### config.mk
export PLATFORM = sky130hd
export DESIGN_NAME = req_pending_ctrl
export DESIGN_NICKNAME = d
export VERILOG_FILES = /design/src/rtl/req_pending_ctrl.sv
export SDC_FILE = /design/constraint.sdc
export NUM_CORES = 1
export LEC_CHECK = 0
export ABC_AREA = 1
export CAP_MARGIN = 10
export CORE_MARGIN = 2
export CORE_UTILIZATION = 45
export CTS_BUF_LIST = sky130_fd_sc_hd__clkbuf_16
export DETAILED_ROUTE_END_ITERATION = 8
export PLACE_DENSITY = 0.83
export SLEW_MARGIN = 15
export SYNTH_ARGS = -nofsm -noshare
export SYNTH_HDL_FRONTEND = slang
export SYNTH_SLANG_ARGS = --single-unit
### constraint.sdc
create_clock -name clk -period 1.93 [get_ports clk]
set_clock_uncertainty 0.2 [all_clocks]
set_input_delay 0.386 -clock clk [delete_from_list [all_inputs] [get_ports clk]]
set_output_delay 0.386 -clock clk [all_outputs]
set_load 0.05 [all_outputs]
### src/rtl/req_pending_ctrl.sv
// Requester side of the fixed-priority grant path: edge-latched pending bits,
// one-hot grant capture and a valid/ready service handshake.
// Optional build macro PEND_OVF_EN enables the sticky per-line overflow flags.
module req_pending_ctrl #(
    parameter int N = 4
) (
    input  logic                   clk,
    input  logic                   reset_n,
    input  logic [N-1:0]           evt,
    output logic [N-1:0]           req,
    input  logic [N-1:0]           gnt,
    output logic                   svc_valid,
    output logic [$clog2(N)-1:0]   svc_idx,
    input  logic                   svc_ready,
    output logic                   gnt_err,
    output logic [N-1:0]           ovf
);
    localparam int IW = $clog2(N);

    typedef enum logic {
        IDLE  = 1'b0,
        SERVE = 1'b1
    } state_t;

    state_t          r_state;
    logic [N-1:0]    r_evtQ;
    logic [N-1:0]    r_pend;
    logic            r_svcValid;
    logic [IW-1:0]   r_svcIdx;
    logic            r_gntErr;

    logic [N-1:0]    w_rise;
    logic [N-1:0]    w_clr;
    logic [N-1:0]    w_pendNext;
    logic            w_ack;
    logic            w_gntOneHot;
    logic            w_gntLegal;
    logic [IW-1:0]   w_gntIdx;

    assign w_rise      = evt & ~r_evtQ;
    assign w_ack       = r_svcValid & svc_ready;
    assign w_gntOneHot = (gnt != '0) && ((gnt & (gnt - N'(1))) == '0);
    assign w_gntLegal  = w_gntOneHot && ((gnt & ~r_pend) == '0);

    // A new rise beats a same-cycle handshake clear, so no event is dropped.
    assign w_pendNext  = (r_pend & ~w_clr) | w_rise;

    always_comb begin
        w_gntIdx = '0;
        for (int i = 0; i < N; i++) begin
            if (gnt[i]) begin
                w_gntIdx = IW'(i);
            end
        end
    end

    always_comb begin
        w_clr = '0;
        if (w_ack) begin
            w_clr[r_svcIdx] = 1'b1;
        end
    end

    always_ff @(posedge clk or negedge reset_n) begin
        if (!reset_n) begin
            r_evtQ     <= '0;
            r_pend     <= '0;
            r_state    <= IDLE;
            r_svcValid <= 1'b0;
            r_svcIdx   <= '0;
            r_gntErr   <= 1'b0;
        end else begin
            r_evtQ <= evt;
            r_pend <= w_pendNext;
            case (r_state)
                IDLE: begin
                    if (gnt != '0) begin
                        if (w_gntLegal) begin
                            r_svcIdx   <= w_gntIdx;
                            r_svcValid <= 1'b1;
                            r_state    <= SERVE;
                        end else begin
                            r_gntErr <= 1'b1;
                        end
                    end
                end
                // Grant is ignored here; a later higher-priority event waits for IDLE.
                SERVE: begin
                    if (svc_ready) begin
                        r_svcValid <= 1'b0;
                        r_state    <= IDLE;
                    end
                end
                default: begin
                    r_svcValid <= 1'b0;
                    r_state    <= IDLE;
                end
            endcase
        end
    end

`ifdef PEND_OVF_EN
    logic [N-1:0] r_ovf;

    // Overflow means a rise merged into a bit that stays pending this cycle.
    always_ff @(posedge clk or negedge reset_n) begin
        if (!reset_n) begin
            r_ovf <= '0;
        end else begin
            r_ovf <= r_ovf | (w_rise & r_pend & ~w_clr);
        end
    end

    assign ovf = r_ovf;
`else
    assign ovf = '0;
`endif

    assign req       = r_pend;
    assign svc_valid = r_svcValid;
    assign svc_idx   = r_svcIdx;
    assign gnt_err   = r_gntErr;

endmodule

After elaboration in Yosys (flattened, before gate mapping)

Index checks and enable logic that the tools add are counted.

Multiplexer cells: 14
Equal/unequal tests: 3
Reduce and logical (&&, ||, !) cells: 9
Magnitude comparators: 2
Add/subtract/negate cells: 1
Bitwise gates (word level): 11

Operators by type and width:

| cell                                                 | count |
|---|---|
| AND 4 bit                                            | 4 |
| inverter 4 bit                                       | 3 |
| AND reduction 3 bit                                  | 3 |
| logical NOT 4 bit                                    | 2 |
| 2-to-1 mux 1 bit                                     | 8 |
| inequality test 2 bit (second input constant)        | 3 |
| 2-to-1 mux 2 bit                                     | 2 |
| 2-to-1 mux 4 bit                                     | 1 |
| bitwise OR 4 bit                                     | 1 |
| one-hot mux 1 bit (2 select lines)                   | 2 |
| nonzero test 4 bit                                   | 1 |
| subtractor 4 x 1 -> 4 bit (second input constant)    | 1 |
| logical AND 1 bit                                    | 3 |
| < comparator 2 x 3 -> 1 bit (second input constant)  | 1 |
| demux 1 bit (select 2 bit)                           | 1 |
| >= comparator 2 x 1 -> 1 bit (second input constant) | 1 |
| inverter 1 bit                                       | 2 |
| AND 1 bit                                            | 1 |

Input port bits: 11
Output and inout port bits: 12
Bits in registers: 13

Longest topological paths before layout

Depth after elaboration: 8
Depth in mapped cells: 8
Mapped depth without buffers: 8

Worst setup path before layout

Ideal clock, no wire load.

Path type: reg2reg
Start point: register r_pend[2] (netlist: req[2])
End point: register r_svcIdx[0] (netlist: svc_idx[0])
Arrival: 1.149 ns
Setup slack: 0.462 ns
Path buffers: 0
Setup time: 0.120 ns
Stages on the path, launching flop included: 8
Path through: dfrtp_1 -> inv_1 -> nand2_1 -> nand2_1 -> nand2_1 -> nand4_2 -> nand2_1 -> nand2_1

Word-level cells in the longest chain between the ends: 5

RTL lines:

| what                                 | RTL line | source |
|---|---|---|
| start: declaration                   | 27       | `logic [N-1:0] r_pend;` |
| start signal: assignment             | 74       | `r_pend <= w_pendNext;` |
| inverter 4 bit                       | 43       | `assign w_gntLegal = w_gntOneHot && ((gnt & ~r_pend) == '0);` |
| AND 4 bit                            | 43       |  |
| logical NOT 4 bit                    | 43       |  |
| logical AND 1 bit                    | 43       |  |
| AND reduction 3 bit (no source line) | -        |  |
| end signal: assignment               | 79       | `r_svcIdx <= w_gntIdx;` |
| end: declaration                     | 29       | `logic [IW-1:0] r_svcIdx;` |

Every way passes these cells.
A chain may end at the register's enable or synchronous reset.

Worst setup path after layout

Start point: input port gnt[2]
End point: register r_svcIdx[1] (netlist: svc_idx[1])

Word-level cells in the longest chain between the ends: 6

RTL lines:

| what                                 | RTL line | source |
|---|---|---|
| start: declaration                   | 11       | `input logic [N-1:0] gnt,` |
| subtractor 4 x 1 -> 4 bit            | 42       | `assign w_gntOneHot = (gnt != '0) && ((gnt & (gnt - N'(1))) == '0);` |
| AND 4 bit                            | 42       |  |
| logical NOT 4 bit                    | 42       |  |
| logical AND 1 bit                    | 42       |  |
| logical AND 1 bit                    | 43       |  |
| AND reduction 3 bit (no source line) | -        |  |

Parallel ways exist; a longest one is shown, timed or not.

==> impl_metrics.csv <==
group,metric,value,unit
status,status,"finished clean",
timing,finalCriticalPeriod,1.512,ns
placed_design,dp_cells,107,
drt,maxUsedRoutingLayer,"met4",
placed_design,hpwl,931.5,um
critical_path,path_class,"primary input to flop",
clock_tree,ctsHoldBuffers,0,
critical_path,critPathMostFrequentCell,"nand2_2",
floorplan,placementRows,13,
floorplan,dieHeight,41.21,um
drt,wl_met3,59,um
hold_path,hold_start,"r_evtQ[0]",
finish,diodes,0,
critical_path,slowest_stage,"clkdlybuf4s50_1",
drt,dr_total_vias,522,
finish,finish.instance_area,862.1,um2
hold_path,hold_path_depth,1,
critical_path,path_buf_inv,3,
drt,routed_wl,1.142,mm
synth,synth_cell_type_count,15,
critical_path,crit_required,1.85,ns
drt,ant_nets,0,
synth,syn_area,623.1,um2
critical_path,crit_chain,"clkdlybuf4s50_1, inv_1, nand2_2, nand2_2, nand2_2, inv_2, nand4_2, nand2_1, nand2_1",
synth,yosys_warnings,0,
timing,relSlewSlack,0.6334,
global_route,gr-total-overflow,0,
critical_path,crit_arrival,1.44,ns
clock_tree,cts_tree,"yes",
timing,drv_slew,0,
clock_tree,h-tree-depth,1,
floorplan,die_area,0.001698,mm2
timing,fmax,661.4,MHz
synth,synth.area.top_cells,"dfrtp_1, nand2_1, o21ai_0, inv_1, nand2_2",
synth,synth.ff_latch_count,13,
finish,final_cells,111,
global_route,antenna_found_initial,0,
timing,tightest_slew,0.5482,ns
placed_design,pre_cts_ws,0.1647,ns
clock_tree,insertion_delay,0.23,ns
finish,syn_to_final_growth,38.35,%
timing,setup_viol,0,
drt,wl_per_cell,10.29,um
floorplan,initial_utilization,0.4788,
drt,wl_met2,573,um
critical_path,worstReg2RegStart,"req[2]",
drt,wl_met1,501,um
clock_tree,cts.repair.resized,0,
run,maxCapViolations,0,
placed_design,place_area,783.3,um2
global_route,grt_max_degree,14,
clock_tree,cts.root.buffer_cell,"clkbuf_16",
critical_path,crit-reg2reg-capture,"svc_idx[1]",
timing,post-route-period-util,0.7834,
clock_tree,cts.clk_slew.worst_paths,0.04,ns
timing,fin_setup_tns,0,ns
hold_path,hp-class,"flop to flop",
drt,drt-initial-drc-count,7,
critical_path,critPathLaunchType,"primary input",
placed_design,gp_congestion,0.8063,
synth,syn_inst,75,
drt,via_per_inst,4.703,
finish,nNetsFinal,108,
floorplan,die_width,41.21,um
drt,drcViolationCount,0,
critical_path,r2r_slack,0.72,ns
critical_path,rr_worst_depth,7,
timing,finalHoldViolations,0,
power,vdd_drop_max,0.8864,mV
global_route,track_usage,0.1631,
synth,yosysTopAreaCellShare,0.5221,
floorplan,core_area,0.001301,mm2
critical_path,crit_family,"buffers and inverters",
timing,worst_slack,0.4180,ns
global_route,grt_pass1_vias,457,
synth,synth_area_leader_cell,"dfrtp_1",
critical_path,cpPeakStageDelay,0.46,ns
power,power_leakage,0.4499,nW
clock_tree,clk_path_buf_depth,2,
timing,rsz0062_at_grt,"no",
clock_tree,cts_setup_buffers,0,
global_route,grt_pass1_wl,1.759,mm
drt,drtPass1Iterations,4,
placed_design,io_buffers,18,
synth,ys_seq_area_frac,0.5221,
critical_path,cp_max_fo,4,
finish,drive_gt1_frac,0.2188,
critical_path,cp-end-kind,"flop",
clock_tree,cts_sinks,13,
finish,fin_util,0.6625,
clock_tree,cts_buffers,3,
hold_path,min_to,"req[0]",
power,p_per_area,1603,mW/mm2
floorplan,io_pins,23,
synth,syn_area_per_cell,8.308,um2
## per-stage QoR
stage | total power, W | hold WS (ns)
final | 0.001382 | 0.2274
after global routing | 0.001467 | 0.2389
after CTS | 0.001395 | 0.2236
after detailed placement | 0.001017 | 0.2181
after global placement | 0.001013 | 0.2057
after floorplan | 0.0008319 | -0.1096
## registers in the layout, indices dropped and copies added, names as in the netlist
register / flops
svc_idx: 2
gnt_err: 1
r_evtQ: 4
req: 4
svc_valid: 1
r_state: 1
## layout make-up
class	count	area [um2]
clock inverter	1	3.754
inverter	14	52.55
timing repair buffer	18	160.2
clock buffer	3	75.07
fill	122	439.2
multi-input combinational	47	226.5
sequential	13	325.3
tap	15	18.77
## cells in the mapped netlist
cell type	count
buf_4	4
conb_1	1
dfrtp_1	13
inv_1	11
inv_2	3
nand2_1	15
nand2_2	5
nand3_1	4
nand3b_1	1
nand4_1	2
nand4_2	1
nor2_1	4
nor2_2	1
o21ai_0	9
o21ai_1	1
## worst max-delay path by stage
stage	slack [ns]	from	depth (start not counted)	end
2_1_floorplan	0.46	req[2]	7	svc_idx[0]
3_3_place_gp	0.20	gnt[2]	9	svc_idx[1]
3_5_place_dp	0.16	gnt[2]	9	svc_idx[1]
4_1_cts	0.40	gnt[2]	9	svc_idx[1]
5_1_grt	0.28	gnt[2]	9	svc_idx[1]
6_report	0.42	gnt[2]	9	svc_idx[1]
## layer usage
layer	track usage	vias to the layer above
met5	0	-
met4	0.09677	0
met3	0.01630	2
met2	0.2734	12
met1	0.2007	237
li1	-	271
## cells in the final DEF, fill, tap and decap left out
master and instances:
conb_1 4, nand4_1 2, dfrtp_1 13, inv_1 12
inv_2 3, nand2_2 5, nand2_1 15, nor2_1 4
o21ai_0 9, clkdlybuf4s50_1 10, nand3_1 4, buf_4 8
nand3b_1 1, nor2_2 1, o21ai_1 1, nand4_2 1
clkbuf_16 3
## worst register-to-register path: cells and delay by family, from the launching register on
family	cells	cell delay [ns]
simple gates	6	0.50
buf+inv	1	0.05
flops	1	0.35
## power breakdown
part / leakage (nW) / switching [W] / internal [W]
registers: 0.143 / 0.0000686 / 0.000355
logic: 0.265 / 0.000412 / 0.000175
clock network: 0.0423 / 0.000101 / 0.000272
total: 0.450 / 0.000581 / 0.000801
## logic make-up (layout without fill, tap and decap cells)
logic type	Yosys count	after routing	share of synthesized area
AO/OA/AOI/OAI	10	10	0.08031
flip-flops	13	13	0.5221
AND/OR/NAND/NOR	33	33	0.2590
other	1	4	0.006018
buffers and inverters	18	36	0.1325
(Power assumes the default switching activity.)
